`config.mk`:
```
export PLATFORM = sky130hd
export DESIGN_NAME = int_prio_ctrl
export DESIGN_NICKNAME = d
export VERILOG_FILES = /design/src/rtl/int_prio_ctrl.sv
export SDC_FILE = /design/constraint.sdc
export NUM_CORES = 1
export LEC_CHECK = 0
export CORE_ASPECT_RATIO = 0.5
export CORE_MARGIN = 2
export CORE_UTILIZATION = 40
export CTS_BUF_LIST = sky130_fd_sc_hd__clkbuf_4 sky130_fd_sc_hd__clkbuf_8
export CTS_CLUSTER_SIZE = 25
export DETAILED_ROUTE_END_ITERATION = 10
export GPL_TIMING_DRIVEN = 0
export PLACE_DENSITY = 0.76
export SLEW_MARGIN = 20
export SYNTH_ARGS = -nofsm -noshare
export SYNTH_HDL_FRONTEND = slang
export SYNTH_SLANG_ARGS = --single-unit
```
`constraint.sdc`:
```
create_clock -name CPUClock -period 7.2 [get_ports CPUClock]
set_input_delay 1.8 -clock CPUClock [delete_from_list [all_inputs] [get_ports CPUClock]]
set_output_delay 1.8 -clock CPUClock [all_outputs]
set_load 0.05 [all_outputs]
```
`src/rtl/int_prio_ctrl.sv`:
```
// 8051 interrupt controller: IE/IP SFRs, two-level priority arbitration, vector hand-off, IACK pulses, nesting.
// Optional serial source enabled by defining IRQ_SERIAL_EN.
module int_prio_ctrl #(
    parameter logic [7:0]  IE_ADDRESS = 8'hA8,
    parameter logic [7:0]  IP_ADDRESS = 8'hB8,
    parameter int unsigned HOLDOFF    = 2
) (
    input  logic        CPUClock,
    input  logic        RESET_N,
    input  logic [7:0]  DIR_RD_ADDRS,
    input  logic [7:0]  DIR_WR_ADDRS,
    input  logic [7:0]  WR_DATA,
    input  logic        WR_EN,
    input  logic        DIRECT_WR,
    output logic [7:0]  RD_DATA,
    input  logic        IE0_IN,
    input  logic        TF0_IN,
    input  logic        IE1_IN,
    input  logic        TF1_IN,
`ifdef IRQ_SERIAL_EN
    input  logic        SER_INT_IN,
`endif
    input  logic        INT_TAKEN,
    input  logic        RETI,
    output logic        INT_REQ,
    output logic [15:0] INT_VECTOR,
    output logic        IACK_EXT0,
    output logic        IACK_TIMR0,
    output logic        IACK_EXT1,
    output logic        IACK_TIMR1
);

`ifdef IRQ_SERIAL_EN
    localparam int         NSRC    = 5;
    localparam logic [7:0] IE_MASK = 8'h9F;
    localparam logic [7:0] IP_MASK = 8'h1F;
`else
    localparam int         NSRC    = 4;
    localparam logic [7:0] IE_MASK = 8'h8F;
    localparam logic [7:0] IP_MASK = 8'h0F;
`endif
    localparam int HW = $clog2(HOLDOFF + 1);

    localparam logic [1:0] ST_IDLE = 2'd0;
    localparam logic [1:0] ST_PEND = 2'd1;
    localparam logic [1:0] ST_ACK  = 2'd2;

    logic [1:0]      state_reg;
    logic [7:0]      ie_reg, ip_reg, ie_next, ip_next;
    logic            ie_wr, ip_wr;
    logic            is_hi_reg, is_lo_reg, is_hi_next, is_lo_next;
    logic [HW-1:0]   holdoff_reg;
    logic            reload;
    logic            int_req_reg;
    logic [15:0]     vector_reg;
    logic [2:0]      cur_src_reg;
    logic            cur_lvl_reg;
    logic [3:0]      iack_reg, iack_dec;
    logic [NSRC-1:0] flag_vec, elig, hi_req, lo_req;
    logic [2:0]      win_idx;
    logic            win_hi, admitted;
    logic [15:0]     win_vector;

    assign ie_wr   = WR_EN & DIRECT_WR & (DIR_WR_ADDRS == IE_ADDRESS);
    assign ip_wr   = WR_EN & DIRECT_WR & (DIR_WR_ADDRS == IP_ADDRESS);
    assign ie_next = ie_wr ? (WR_DATA & IE_MASK) : ie_reg;
    assign ip_next = ip_wr ? (WR_DATA & IP_MASK) : ip_reg;

    assign flag_vec[3:0] = {TF1_IN, IE1_IN, TF0_IN, IE0_IN};
`ifdef IRQ_SERIAL_EN
    assign flag_vec[4] = SER_INT_IN;
`endif

    // Arbitration sees a same-cycle SFR write so a masked source drops out at the very next edge.
    genvar gi;
    generate
        for (gi = 0; gi < NSRC; gi++) begin : g_src
            assign elig[gi]   = flag_vec[gi] & ie_next[gi] & ie_next[7];
            assign hi_req[gi] = elig[gi] & ip_next[gi];
            assign lo_req[gi] = elig[gi] & ~ip_next[gi];
        end
        for (gi = 0; gi < 4; gi++) begin : g_iack
            assign iack_dec[gi] = (cur_src_reg == 3'(gi));
        end
    endgenerate

    always_comb begin
        win_idx = 3'd0;
        win_hi  = 1'b0;
        for (int i = NSRC - 1; i >= 0; i--) begin
            if (lo_req[i]) win_idx = 3'(i);
        end
        if (|hi_req) begin
            win_hi = 1'b1;
            for (int i = NSRC - 1; i >= 0; i--) begin
                if (hi_req[i]) win_idx = 3'(i);
            end
        end
    end

    assign admitted   = win_hi ? ~is_hi_reg : (|lo_req & ~is_hi_reg & ~is_lo_reg);
    assign win_vector = {10'd0, win_idx, 3'b011};
    assign reload     = (state_reg == ST_ACK) | RETI | ie_wr | ip_wr;

    // RETI pops before the ACK push so a coincident return and entry nest correctly.
    always_comb begin
        is_hi_next = is_hi_reg;
        is_lo_next = is_lo_reg;
        if (RETI) begin
            if (is_hi_reg) is_hi_next = 1'b0;
            else           is_lo_next = 1'b0;
        end
        if (state_reg == ST_ACK) begin
            if (cur_lvl_reg) is_hi_next = 1'b1;
            else             is_lo_next = 1'b1;
        end
    end

    always_ff @(posedge CPUClock) begin
        if (!RESET_N) begin
            state_reg   <= ST_IDLE;
            ie_reg      <= 8'h00;
            ip_reg      <= 8'h00;
            is_hi_reg   <= 1'b0;
            is_lo_reg   <= 1'b0;
            holdoff_reg <= '0;
            int_req_reg <= 1'b0;
            vector_reg  <= 16'h0000;
            cur_src_reg <= 3'd0;
            cur_lvl_reg <= 1'b0;
            iack_reg    <= 4'd0;
        end else begin
            ie_reg    <= ie_next;
            ip_reg    <= ip_next;
            is_hi_reg <= is_hi_next;
            is_lo_reg <= is_lo_next;
            iack_reg  <= 4'd0;
            if (reload)
                holdoff_reg <= HW'(HOLDOFF);
            else if (holdoff_reg != '0)
                holdoff_reg <= holdoff_reg - HW'(1);

            case (state_reg)
                ST_IDLE: begin
                    if (admitted && (holdoff_reg == '0) && !reload) begin
                        state_reg   <= ST_PEND;
                        int_req_reg <= 1'b1;
                        vector_reg  <= win_vector;
                        cur_src_reg <= win_idx;
                        cur_lvl_reg <= win_hi;
                    end
                end
                ST_PEND: begin
                    if (INT_TAKEN) begin
                        state_reg   <= ST_ACK;
                        int_req_reg <= 1'b0;
                        iack_reg    <= iack_dec;
                    end else if (admitted) begin
                        vector_reg  <= win_vector;
                        cur_src_reg <= win_idx;
                        cur_lvl_reg <= win_hi;
                    end else begin
                        state_reg   <= ST_IDLE;
                        int_req_reg <= 1'b0;
                    end
                end
                default: begin
                    state_reg <= ST_IDLE;
                end
            endcase
        end
    end

    always_comb begin
        RD_DATA = 8'h00;
        if (DIR_RD_ADDRS == IE_ADDRESS)      RD_DATA = ie_reg;
        else if (DIR_RD_ADDRS == IP_ADDRESS) RD_DATA = ip_reg;
    end

    // A reset asserted during the ACK cycle must not leak a flag-clear pulse.
    assign IACK_EXT0  = iack_reg[0] & RESET_N;
    assign IACK_TIMR0 = iack_reg[1] & RESET_N;
    assign IACK_EXT1  = iack_reg[2] & RESET_N;
    assign IACK_TIMR1 = iack_reg[3] & RESET_N;
    assign INT_REQ    = int_req_reg;
    assign INT_VECTOR = vector_reg;

endmodule

```
# == Word level (Yosys, flattened, before mapping) ==
# Cells that the tools add are included.
# totals
ff_bits,40
inputBits,34
wordCells,121
# classes
n_addsub,1
eq_ne,13
muxes,44
bitwise,35
n_reduce_logical,16
# ops
cell,n
16-bit 2-to-1 mux,3
"8-bit == test, second input constant",4
16-bit case mux with 2 select lines,1
3-bit 2-to-1 mux,9
1-bit AND,25
2-bit 2-to-1 mux,8
8-bit 2-to-1 mux,2
1-bit 2-to-1 mux,15
4-bit 2-to-1 mux,2
4-bit OR reduction,2
1-bit NOT,7
"3-bit by 2-bit == test with 1-bit output, second input constant",2
"2-bit inequality test, second input constant",3
3-bit case mux with 2 select lines,1
3-bit AND reduction,2
2-bit nonzero test,3
2-bit logical NOT,2
1-bit case mux with 2 select lines,2
2-bit case mux with 2 select lines,1
4-bit AND reduction,1
"3-bit by 1-bit == test with 1-bit output, second input constant",1
3-bit logical NOT,1
"3-bit inequality test, second input constant",1
1-bit OR,3
7 further kinds,8

# == Longest topological paths before layout ==
# depth
word_depth,18
mapped_depth,8
depth_no_buf,7

# == Worst setup path after synthesis ==
# OpenSTA, ideal clock, no wires.
# synth_path
path_type,input to output
from,input port DIR_RD_ADDRS[6]
to,output port RD_DATA[7]
t_arrival_ps,3616
t_required_ps,5400
setup_slack_ps,1784
stages,3
path_buffers,0
cell_sequence,nand4b_1 > or4_1 > nor3b_1
# synth_via
elab_chain_cells,2
# synth_rtl
item,line,rtl
start: declaration,10,"input logic [7:0] DIR_RD_ADDRS,"
8-bit == test,176,if (DIR_RD_ADDRS == IE_ADDRESS) RD_DATA = ie_reg;
8-bit 2-to-1 mux,176,
end: declaration,15,"output logic [7:0] RD_DATA,"
# No other way between the ends.

# == Final worst setup path ==
# layout_path
from,input port DIR_RD_ADDRS[3]
to,output port RD_DATA[7]
# The elaborated chain is that of the path after synthesis.

==> run metrics <==
outcome=finished clean; Worst slew margin=54.9%; Req. time, crit path=between 5000 and 6000 ps; worst skew pair latency=~270 ps; clock root buffer=clkbuf_8; initial antenna violation count=0; Post-Synthesis Cells=roughly 160; Post-synth ARST share=0%; post-route ant nets=0; largest net degree at the start of global routing=15; IR drop worst, VDD=between 0.09 and 0.1 mV; Worst Setup Start Kind=input port; cell row count=14; Synth Area per Inst=8.80 µm²; placed cell areas=~1900 µm²; DR vias=roughly 1300; critical path class=in -> out; TritonCTS buffer count=3; final setup fails=0; total power=roughly 0.0003 W; register area share after synthesis=around a third; Layout Nets=around 250; worst hold path stage count=1; unique cell type count in the Yosys netlist=40; Leak=0.739 nW; post-layout min period=roughly 5800 ps; Final Hold Viols=0; Worst Hold End=holdoff_reg[0]; RSZ-0062 raised after global routing=no; DIE HEIGHT=45.3 µm; top_reg_cell synth=dfxtp_1; Area Overhead vs Synth=44.3%; EDFF count, synth=0; clk_skew=3.25 ps; Max Fclk=0.173 GHz; setup TNS=0 ps; Detailed Route Iter0 Violations=between 40 and 50; Synth Warn #=0; fin crit share=80.4%; Power per Cell Area=about 150 nW/µm²; max cap viols=0; Min-Delay Path Class=reg -> reg; IO Port Bufs=43; CTS Hold Buffers Added=0; n_diodes=0; reg-to-reg setup timing slack=approximately 5300 ps; Hold Slack=453 ps; Residual DRC=0; critical path peak fanout=5; CTS resizes=0; gr usage total=17.8%; CTS tree=yes; Sink Count=24; RePlAce Congestion=0.809; Worst-Margin Slew=670 ps; Hold Crit Start=holdoff_reg[0]; Max Root-Sink Buffers=2; HPWL Detailed=roughly 2600 µm; Worst setup EP type=output port; WP data arrival=roughly 4000 ps; share of cells above drive strength 1=~15%; Avg WL per Cell=13.2 µm; Slew Limit Fails=0; max FFs per register=5; Core ar.=roughly 3100 µm²; CTS clock-pin slew for the worst setup and hold paths=approximately 80 ps; number of global-route vias before repair=between 1000 and 1500; setup repair bufs after CTS=0; post-route setup slack=roughly 1400 ps; storage element area=slightly below 500 µm²; Initial Utilization=43.7%; post-synth top area cell=dfxtp_1; Yosys reg bits=24; RR Endpoint=cur_src_reg[0]; largest cells by area after synthesis=dfxtp_1 35%, mux2i_1 13%, buf_4 9.4%; drt pass-1 iters=4; fillers=285; Design Area, Final=~2000 µm²; Via density=about 4.9; area of the multi-input gates=778 µm²; DIE AREA=3920 µm²; drt total wl=3390 µm; Reg2Reg Depth=6; gr ovfl total=0; reg2reg start=ie_reg[7]; io pins=63; first-pass GRT wire length=between 5000 and 6000 µm; Die Wd=a little under 90 µm; post-synth top area share=between 30% and 40%; Place WS=1400 ps; htree depth=1; Mapped Area=1360 µm²
worst max-delay path, cell delays in order:
cell and delay, ps:
clkdlybuf4s50_1 460, nand4b_1 100, or4_1 540, nor3b_1 250, clkdlybuf4s50_1 840
where the power goes:
part           internal, W  switching (W)  total (W)
Sequential        0.000133    0.000000405   0.000134
Combinational    0.0000224      0.0000286  0.0000511
Clock            0.0000743      0.0000439   0.000118
logic make-up after synthesis:
kind of cell           synth area share [%]
AOI/OAI and AO/OA                      13.1
DFF                                    35.2
muxes                                  16.5
buffers and inverters                  11.6
and+or+nand+nor                        23.3
other                                 0.275
per-stage QoR:
step | util, % | cells
after CTS | 63.1 | 256
after global routing | 63.1 | 256
after global placement | 60.8 | 252
after floorplan | - | 169
final | 63.1 | 256
after detailed placement | 60.8 | 252
cells in the final DEF (no fill, tap or decap), types with 2 or more instances in the layout:
| cell type | instances |
|---|---|
| nor2_1 | 22 |
| nand2b_1 | 2 |
| clkdlybuf4s50_1 | 43 |
| nand2_1 | 6 |
| mux2i_1 | 18 |
| and2_1 | 7 |
| nor3b_1 | 2 |
| clkbuf_1 | 3 |
| mux2_2 | 4 |
| dfxtp_1 | 24 |
| nand3_1 | 8 |
| nor4_1 | 2 |
| buf_4 | 17 |
| o21ai_0 | 6 |
| a21oi_1 | 4 |
| clkbuf_8 | 3 |
| inv_1 | 5 |
| conb_1 | 15 |
routing by layer:
layer	global-route usage, %	part of all wire (%)	vias up
met5	0	0	-
met2	31.5	46	58
met1	21.5	46	564
li1	-	-	640
met4	5.94	0.71	0
met3	4.75	7.9	2
synthesized netlist by cell type (2+ instances only):
master,n
nor3b_1,2
nor4_1,2
mux2i_1,18
inv_1,5
a21oi_1,4
buf_4,17
and2_1,7
dfxtp_1,24
clkbuf_1,3
mux2_2,4
nor2_1,22
nand2b_1,2
o21ai_0,6
nand3_1,8
nand2_1,6
area by class of cell:
| class | count | area share (%) |
|---|---|---|
| buffer | 20 | 7.06 |
| clock buffer | 3 | 2.10 |
| clock inverter | 1 | 1.53 |
| inverter | 5 | 0.954 |
| multi-input combinational | 120 | 39.5 |
| sequential | 24 | 24.4 |
| tap | 40 | 2.54 |
| timing repair buffer | 43 | 21.9 |
how the worst max path moves through the flow:
stage | from | to | slack, ps | cells after the start
2_1_floorplan | DIR_RD_ADDRS[6] | RD_DATA[7] | 1780 | 3
3_3_place_gp | DIR_RD_ADDRS[3] | RD_DATA[7] | 1430 | 5
3_5_place_dp | DIR_RD_ADDRS[3] | RD_DATA[7] | 1400 | 5
4_1_cts | DIR_RD_ADDRS[3] | RD_DATA[7] | 1400 | 5
5_1_grt | DIR_RD_ADDRS[5] | RD_DATA[7] | 1370 | 5
6_report | DIR_RD_ADDRS[3] | RD_DATA[7] | 1410 | 5
(Power assumes the default switching activity.)
